## src/rtl/mux_op_arbiter_if.sv

```systemverilog
`default_nettype none
// ============================================================================
// Module   : mux_op_arbiter_if
// Brief    : Requester-side and datapath-unit-side bundle of mux_op_arbiter.
// Revision : 1.0
// ============================================================================
interface mux_op_arbiter_if #(
    parameter int N_REQ  = 4,
    parameter int DATA_W = 32,
    parameter int SEL_W  = 4
);
    logic [N_REQ-1:0]        req_valid;
    logic [N_REQ-1:0]        req_ready;
    logic [N_REQ*DATA_W-1:0] req_a;
    logic [N_REQ*DATA_W-1:0] req_b;
    logic [N_REQ*SEL_W-1:0]  req_s;
    logic [N_REQ-1:0]        resp_valid;
    logic [DATA_W-1:0]       resp_data;
    logic                    resp_err;
    logic                    busy;
    logic [DATA_W-1:0]       op_a;
    logic [DATA_W-1:0]       op_b;
    logic [SEL_W-1:0]        op_s;
    logic                    op_r_ready;
    logic [DATA_W-1:0]       op_ans;
    logic                    op_w_ready;

    modport slave (
        input  req_valid, req_a, req_b, req_s, op_ans, op_w_ready,
        output req_ready, resp_valid, resp_data, resp_err, busy,
               op_a, op_b, op_s, op_r_ready
    );

    modport master (
        output req_valid, req_a, req_b, req_s, op_ans, op_w_ready,
        input  req_ready, resp_valid, resp_data, resp_err, busy,
               op_a, op_b, op_s, op_r_ready
    );
endinterface
`default_nettype wire

```

## src/rtl/mux_op_arbiter.sv

```systemverilog
`default_nettype none
// ============================================================================
// Module   : mux_op_arbiter
// Brief    : Round-robin arbiter/sequencer sharing one mux_operation unit,
//            with a watchdog that aborts hung operations.
// Revision : 1.0
// ============================================================================
module mux_op_arbiter #(
    parameter int N_REQ   = 4,
    parameter int DATA_W  = 32,
    parameter int SEL_W   = 4,
    parameter int TIMEOUT = 255
) (
    input  wire logic         clk,
    input  wire logic         rst,
    mux_op_arbiter_if.slave   bus
);
    localparam int PTR_W = $clog2(N_REQ);
    localparam int CNT_W = 16;
    localparam logic [CNT_W-1:0] C_TIMEOUT = CNT_W'(TIMEOUT);
    localparam logic [PTR_W-1:0] C_LAST    = PTR_W'(N_REQ - 1);

    typedef enum logic [1:0] {
        S_IDLE  = 2'd0,
        S_ISSUE = 2'd1,
        S_WAIT  = 2'd2,
        S_RESP  = 2'd3
    } state_t;

    state_t            r_state;
    logic [PTR_W-1:0]  r_ptr;
    logic [PTR_W-1:0]  r_gnt;
    logic [CNT_W-1:0]  r_cnt;
    logic [DATA_W-1:0] r_op_a;
    logic [DATA_W-1:0] r_op_b;
    logic [SEL_W-1:0]  r_op_s;
    logic [DATA_W-1:0] r_resp_data;
    logic              r_resp_err;
    logic [N_REQ-1:0]  r_resp_valid;

    logic [PTR_W-1:0]  w_gnt;
    logic              w_found;
    logic [CNT_W-1:0]  w_cnt_next;

    // First set request at or above r_ptr, wrapping modulo N_REQ.
    always_comb begin : p_grant
        int v_idx;
        w_found = 1'b0;
        w_gnt   = '0;
        v_idx   = 0;
        for (int i = 0; i < N_REQ; i++) begin
            v_idx = int'(r_ptr) + i;
            if (v_idx >= N_REQ) begin
                v_idx = v_idx - N_REQ;
            end
            if (!w_found && bus.req_valid[PTR_W'(v_idx)]) begin
                w_found = 1'b1;
                w_gnt   = PTR_W'(v_idx);
            end
        end
    end

    assign w_cnt_next = r_cnt + 1'b1;

    // The accept strobe is combinational, so it is gated by rst to stay 0 in reset.
    assign bus.req_ready  = (r_state == S_IDLE && w_found && !rst) ?
                            (N_REQ'(1) << w_gnt) : '0;
    assign bus.op_r_ready = (r_state == S_ISSUE) && !bus.op_w_ready;
    assign bus.busy       = (r_state != S_IDLE);
    assign bus.op_a       = r_op_a;
    assign bus.op_b       = r_op_b;
    assign bus.op_s       = r_op_s;
    assign bus.resp_valid = r_resp_valid;
    assign bus.resp_data  = r_resp_data;
    assign bus.resp_err   = r_resp_err;

    always_ff @(posedge clk or posedge rst) begin
        if (rst) begin
            r_state      <= S_IDLE;
            r_ptr        <= '0;
            r_gnt        <= '0;
            r_cnt        <= '0;
            r_op_a       <= '0;
            r_op_b       <= '0;
            r_op_s       <= '0;
            r_resp_data  <= '0;
            r_resp_err   <= 1'b0;
            r_resp_valid <= '0;
        end else begin
            r_resp_valid <= '0;
            case (r_state)
                S_IDLE: begin
                    if (w_found) begin
                        r_gnt   <= w_gnt;
                        r_op_a  <= bus.req_a[int'(w_gnt)*DATA_W +: DATA_W];
                        r_op_b  <= bus.req_b[int'(w_gnt)*DATA_W +: DATA_W];
                        r_op_s  <= bus.req_s[int'(w_gnt)*SEL_W +: SEL_W];
                        r_state <= S_ISSUE;
                    end
                end
                S_ISSUE: begin
                    // A result still showing from before must clear before starting.
                    if (!bus.op_w_ready) begin
                        r_cnt   <= '0;
                        r_state <= S_WAIT;
                    end
                end
                S_WAIT: begin
                    r_cnt <= w_cnt_next;
                    if (bus.op_w_ready) begin
                        r_resp_data  <= bus.op_ans;
                        r_resp_err   <= 1'b0;
                        r_resp_valid <= N_REQ'(1) << r_gnt;
                        r_state      <= S_RESP;
                    end else if (w_cnt_next == C_TIMEOUT) begin
                        r_resp_data  <= '0;
                        r_resp_err   <= 1'b1;
                        r_resp_valid <= N_REQ'(1) << r_gnt;
                        r_state      <= S_RESP;
                    end
                end
                S_RESP: begin
                    r_ptr   <= (r_gnt == C_LAST) ? '0 : r_gnt + 1'b1;
                    r_state <= S_IDLE;
                end
                default: r_state <= S_IDLE;
            endcase
        end
    end
endmodule
`default_nettype wire

```

## src/flat_wrapper.sv

```systemverilog
// flat-port wrapper written by rule: the top's interface ports become plain ports
module mux_op_arbiter_flat 
#(
    parameter int N_REQ   = 4,
    parameter int DATA_W  = 32,
    parameter int SEL_W   = 4,
    parameter int TIMEOUT = 255
)
  (clk, rst, bus_req_valid, bus_req_a, bus_req_b, bus_req_s, bus_op_ans, bus_op_w_ready, bus_req_ready, bus_resp_valid, bus_resp_data, bus_resp_err, bus_busy, bus_op_a, bus_op_b, bus_op_s, bus_op_r_ready);
  mux_op_arbiter_if #(.N_REQ(N_REQ), .DATA_W(DATA_W), .SEL_W(SEL_W)) bus_i ();
  input  wire logic clk;
  input  wire logic rst;
  input wire logic [$bits(bus_i.req_valid)-1:0] bus_req_valid;
  input wire logic [$bits(bus_i.req_a)-1:0] bus_req_a;
  input wire logic [$bits(bus_i.req_b)-1:0] bus_req_b;
  input wire logic [$bits(bus_i.req_s)-1:0] bus_req_s;
  input wire logic [$bits(bus_i.op_ans)-1:0] bus_op_ans;
  input wire logic [$bits(bus_i.op_w_ready)-1:0] bus_op_w_ready;
  output wire logic [$bits(bus_i.req_ready)-1:0] bus_req_ready;
  output wire logic [$bits(bus_i.resp_valid)-1:0] bus_resp_valid;
  output wire logic [$bits(bus_i.resp_data)-1:0] bus_resp_data;
  output wire logic [$bits(bus_i.resp_err)-1:0] bus_resp_err;
  output wire logic [$bits(bus_i.busy)-1:0] bus_busy;
  output wire logic [$bits(bus_i.op_a)-1:0] bus_op_a;
  output wire logic [$bits(bus_i.op_b)-1:0] bus_op_b;
  output wire logic [$bits(bus_i.op_s)-1:0] bus_op_s;
  output wire logic [$bits(bus_i.op_r_ready)-1:0] bus_op_r_ready;
  assign bus_i.req_valid = bus_req_valid;
  assign bus_i.req_a = bus_req_a;
  assign bus_i.req_b = bus_req_b;
  assign bus_i.req_s = bus_req_s;
  assign bus_i.op_ans = bus_op_ans;
  assign bus_i.op_w_ready = bus_op_w_ready;
  assign bus_req_ready = bus_i.req_ready;
  assign bus_resp_valid = bus_i.resp_valid;
  assign bus_resp_data = bus_i.resp_data;
  assign bus_resp_err = bus_i.resp_err;
  assign bus_busy = bus_i.busy;
  assign bus_op_a = bus_i.op_a;
  assign bus_op_b = bus_i.op_b;
  assign bus_op_s = bus_i.op_s;
  assign bus_op_r_ready = bus_i.op_r_ready;
  mux_op_arbiter #(.N_REQ(N_REQ), .DATA_W(DATA_W), .SEL_W(SEL_W), .TIMEOUT(TIMEOUT)) u_core (.clk(clk), .rst(rst), .bus(bus_i));
endmodule
```

## config.mk

```make
export PLATFORM = sky130hd
export DESIGN_NAME = mux_op_arbiter_flat
export DESIGN_NICKNAME = d
export VERILOG_FILES = /design/src/rtl/mux_op_arbiter_if.sv /design/src/rtl/mux_op_arbiter.sv /design/src/flat_wrapper.sv
export SDC_FILE = /design/constraint.sdc
export NUM_CORES = 1
export LEC_CHECK = 0
export CORE_AREA = 2 2 166 168
export DETAILED_ROUTE_END_ITERATION = 16
export DIE_AREA = 0 0 168 170
export PLACE_DENSITY = 0.72
export SYNTH_ARGS = -nofsm -noshare
export SYNTH_HDL_FRONTEND = slang
export SYNTH_SLANG_ARGS = --single-unit
```

## constraint.sdc

```tcl
create_clock -name clk -period 6.4 [get_ports clk]
set_input_delay 1.28 -clock clk [delete_from_list [all_inputs] [get_ports clk]]
set_output_delay 1.28 -clock clk [all_outputs]
set_load 0.005 [all_outputs]
```

==> impl_metrics.yaml <==
critical_path:
  arrival_ps: 3490
  critPathMaxStageDelay_ps: 610
  critical_path_class: "in2out"
  crit_slowest_cell: "or3_4"
  cp-start-kind: "input port"
  cp_max_fo: 51
  critical_path_cell_by_cell: "clkdlybuf4s50_1 > nor2_1 > or3_4 > nor4_1 > clkdlybuf4s50_1"
  worst_r2r_endpoint: "u_core.bus.resp_data[31]"
  rr_startpoint: "u_core.r_cnt[0]"
  worst_path_most_repeated_cell: "clkdlybuf4s50_1"
  instance_count_on_the_critical_path: 5
  cp_top_family: "buffers and inverters"
  critical_path_required_ps: 5120
  critPathCaptureType: "output port"
  crit_buf_inv: 2
  reg2reg_slack_ps: 3340
  ff2ff_path_depth: 8
timing:
  timing_worst_slew_pin_value_ps: 1130
  grt_setup_unrepaired: "no"
  finalClockSkew_ps: 12.0
  maxSlewViolCount: 0
  fmax_mhz: 210
  finalSetupTns_ps: 0
  timing_hold_violations_final: 0
  layout_min_cycle_time_ps: 4770
  max_slew_margin_pct: 24.5
  finalSetupViolCount: 0
  min_period_over_period_pct: 74.5
placement:
  post_dp_cell_area_um2: 12300
  io_buffer_count: 421
  post-dp-hpwl_um: 21600
  dp_cells: 1652
  gp_routability_congestion: 0.878
clocking:
  worst_skew_pair.late_latency_ps: 420
  cts_buffers: 17
  setup_fix_bufs_post_cts: 0
  clkSlewWorstSetupHoldPaths_ps: 70
  cts.sink_count: 127
  tritoncts: "yes"
  cts.repair.resized: 0
  clock_tree.buffer_depth: 2
  clock_tree.htree_level_count: 4
  ctsHoldBuffers: 0
  clockRootBuffer: "clkbuf_16"
yosys:
  syn_inst: 961
  synth.cell_area_um2: 7930
  synth_seq_area_share_pct: 40.1
  synth_async_sr_flop_share_pct: 100
  yosys_warnings: 0
  ys_top_cells_by_area: "dfrtp_1, nand2_1, o31ai_1"
  post_synth_num_cell_types: 52
  ys_ff_latch: 127
  synth_area_per_cell_um2: 8.25
  synth_top_area_share_pct: 40.1
  synth.net_count: 1282
  postSynth.topFlopCell: "dfrtp_1"
  synth-edff-count: 0
  synthDominantAreaCellType: "dfrtp_1"
global_routing:
  global_route_wire_length_before_repair_um: 45400
  globalRouteMet3Util_pct: 6.44
  gr-usage-met1_pct: 23.9
  grt-busiest-layer: "met2"
  grt.met2_usage_pct: 34.5
  maximum_number_of_pins_on_one_net_before_global_route_repair: 109
  antenna_found_initial: 2
  grt_ovf: 0
  first_global_vias: 8294
  global_route.usage.total_pct: 20.1
hold_path:
  worstHoldPathCells: 2
  timing.hold.worst_endpoint: "u_core.bus.op_b[12]"
  hold_class: "reg2reg"
  hp-start: "u_core.bus.op_b[12]"
pwr:
  p_leak_nw: 5.52
  power.density_nw_per_um2: 388
  power.ir.vdd_worst_v: 0.000185
cells_and_area:
  final_core_util_pct: 48.5
  num-nets-final: 1651
  drive_above_1_share_pct: 6.78
  layout-area-overhead-vs-synth_pct: 62.9
  finalNonFillerCells: 1686
  layout.cell_area.non_filler_um2: 12900
run_status:
  outcome: "finished, final reports clean"
routing:
  num_vias: 8397
  avgViaCountPerCell: 4.98
  drt-initial-drc-count: 570
  antenna_violating_nets_post_route: 0
  post_route_drc: 0
  drt-pass1-iter-count: 5
  routed_wire_length_per_instance_um: 17.4
  final_routed_wirelength_across_all_metal_layers_um: 29300
floorplan:
  starting_density_pct: 29.8
  die_wd_um: 168
  core_region_area_um2: 26700
  die_height_um: 170
  die_area_um2: 28600
  floorplan.io_pins: 422
  row_count: 60
flow_run:
  cap_violations: 0
==> tightest hold or removal path: stages (launching register included) <==
cell     delay (ps)
dfrtp_1         340
nand2_1          50
o31ai_1          50
==> worst max path at each step <==
| stage | startpoint | to | slack [ps] |
|---|---|---|---|
| 4_1_cts | bus_req_valid[0] | bus_req_ready[3] | 1640 |
| 3_5_place_dp | bus_req_valid[0] | bus_req_ready[3] | 1640 |
| 5_1_grt | bus_req_valid[0] | bus_req_ready[3] | 1480 |
| 3_3_place_gp | bus_req_valid[3] | bus_req_ready[3] | 1680 |
| 6_report | bus_req_valid[3] | bus_req_ready[3] | 1630 |
| 2_1_floorplan | rst | u_core.bus.op_a[0] | 1740 |
==> metrics by stage <==
stage	total power (W)	worst slack (ps)	hold WS [ps]
after floorplan	0.00282	1740	451
after global placement	0.00403	1680	461
after CTS	0.00509	1640	479
final	0.00502	1630	475
after global routing	0.00543	1480	508
after detailed placement	0.00410	1640	465
==> cell usage in the layout, fill, tap and decap left out, types with 17 or more instances in the layout <==
cell type	Yosys	layout
and3_1	76	76
o21ai_0	33	32
o21ai_2	30	30
and2_1	70	70
inv_1	44	43
a22oi_1	32	32
nand2_1	224	224
clkbuf_16	0	17
nor2_1	18	17
a211oi_1	68	68
dfrtp_1	127	127
o31ai_1	71	71
clkdlybuf4s50_1	0	421
==> cell usage after synthesis (8+ instances only) <==
cell and count:
nand2_1 224, dfrtp_1 127, and3_1 76, clkbuf_1 71
o31ai_1 71, and2_1 70, a211oi_1 68, inv_1 44
o21ai_0 33, a22oi_1 32, o21ai_2 30, nor2_1 18
ha_1 10, nand3_1 8
==> per-layer routing <==
| metal | share of wire, % | wire length [µm] | vias to the layer above |
|---|---|---|---|
| met5 | 0 | 0 | - |
| met4 | 2.4 | 690 | 0 |
| met3 | 6.5 | 1910 | 38 |
| met2 | 50 | 14700 | 272 |
| met1 | 41 | 12000 | 3972 |
| li1 | - | - | 4115 |
==> area by class of cell <==
type                    count  area, µm²
flip-flops and latches    127       3180
diodes                      2       5.00
well taps                 341        427
repair buffers            432       4300
clock inverters            15        153
multi-input cells         708       4270
clock buffers              17        425
fillers                  2527      13700
inverters                  44        170
==> power by group <==
| part | internal, W | total, W | switching, W | leakage (nW) |
|---|---|---|---|---|
| sequential | 0.00115 | 0.00139 | 0.000240 | 1.55 |
| clock | 0.000548 | 0.000966 | 0.000418 | 0.277 |
| combinational | 0.00133 | 0.00266 | 0.00133 | 3.70 |
==> cell families after synthesis <==
| group | share of synthesized area [%] |
|---|---|
| AO/OA/AOI/OAI | 24.2 |
| AND/OR/NAND/NOR | 26.7 |
| multiplexers | 0.394 |
| XOR/XNOR | 0.552 |
| adder cells (fa/ha/maj) | 1.58 |
| flip-flops | 40.1 |
| buffers and inverters | 6.55 |
==> sequential cells by signal (all words and copies together), names as in the netlist, 4 cells and up <==
| register | count |
|---|---|
| u_core.bus.op_a | 32 |
| u_core.bus.op_b | 32 |
| u_core.bus.resp_data | 32 |
| u_core.r_cnt | 16 |
| u_core.bus.op_s | 4 |
| u_core.bus.resp_valid | 4 |
Note: power is estimated with default switching activity, not from simulation.
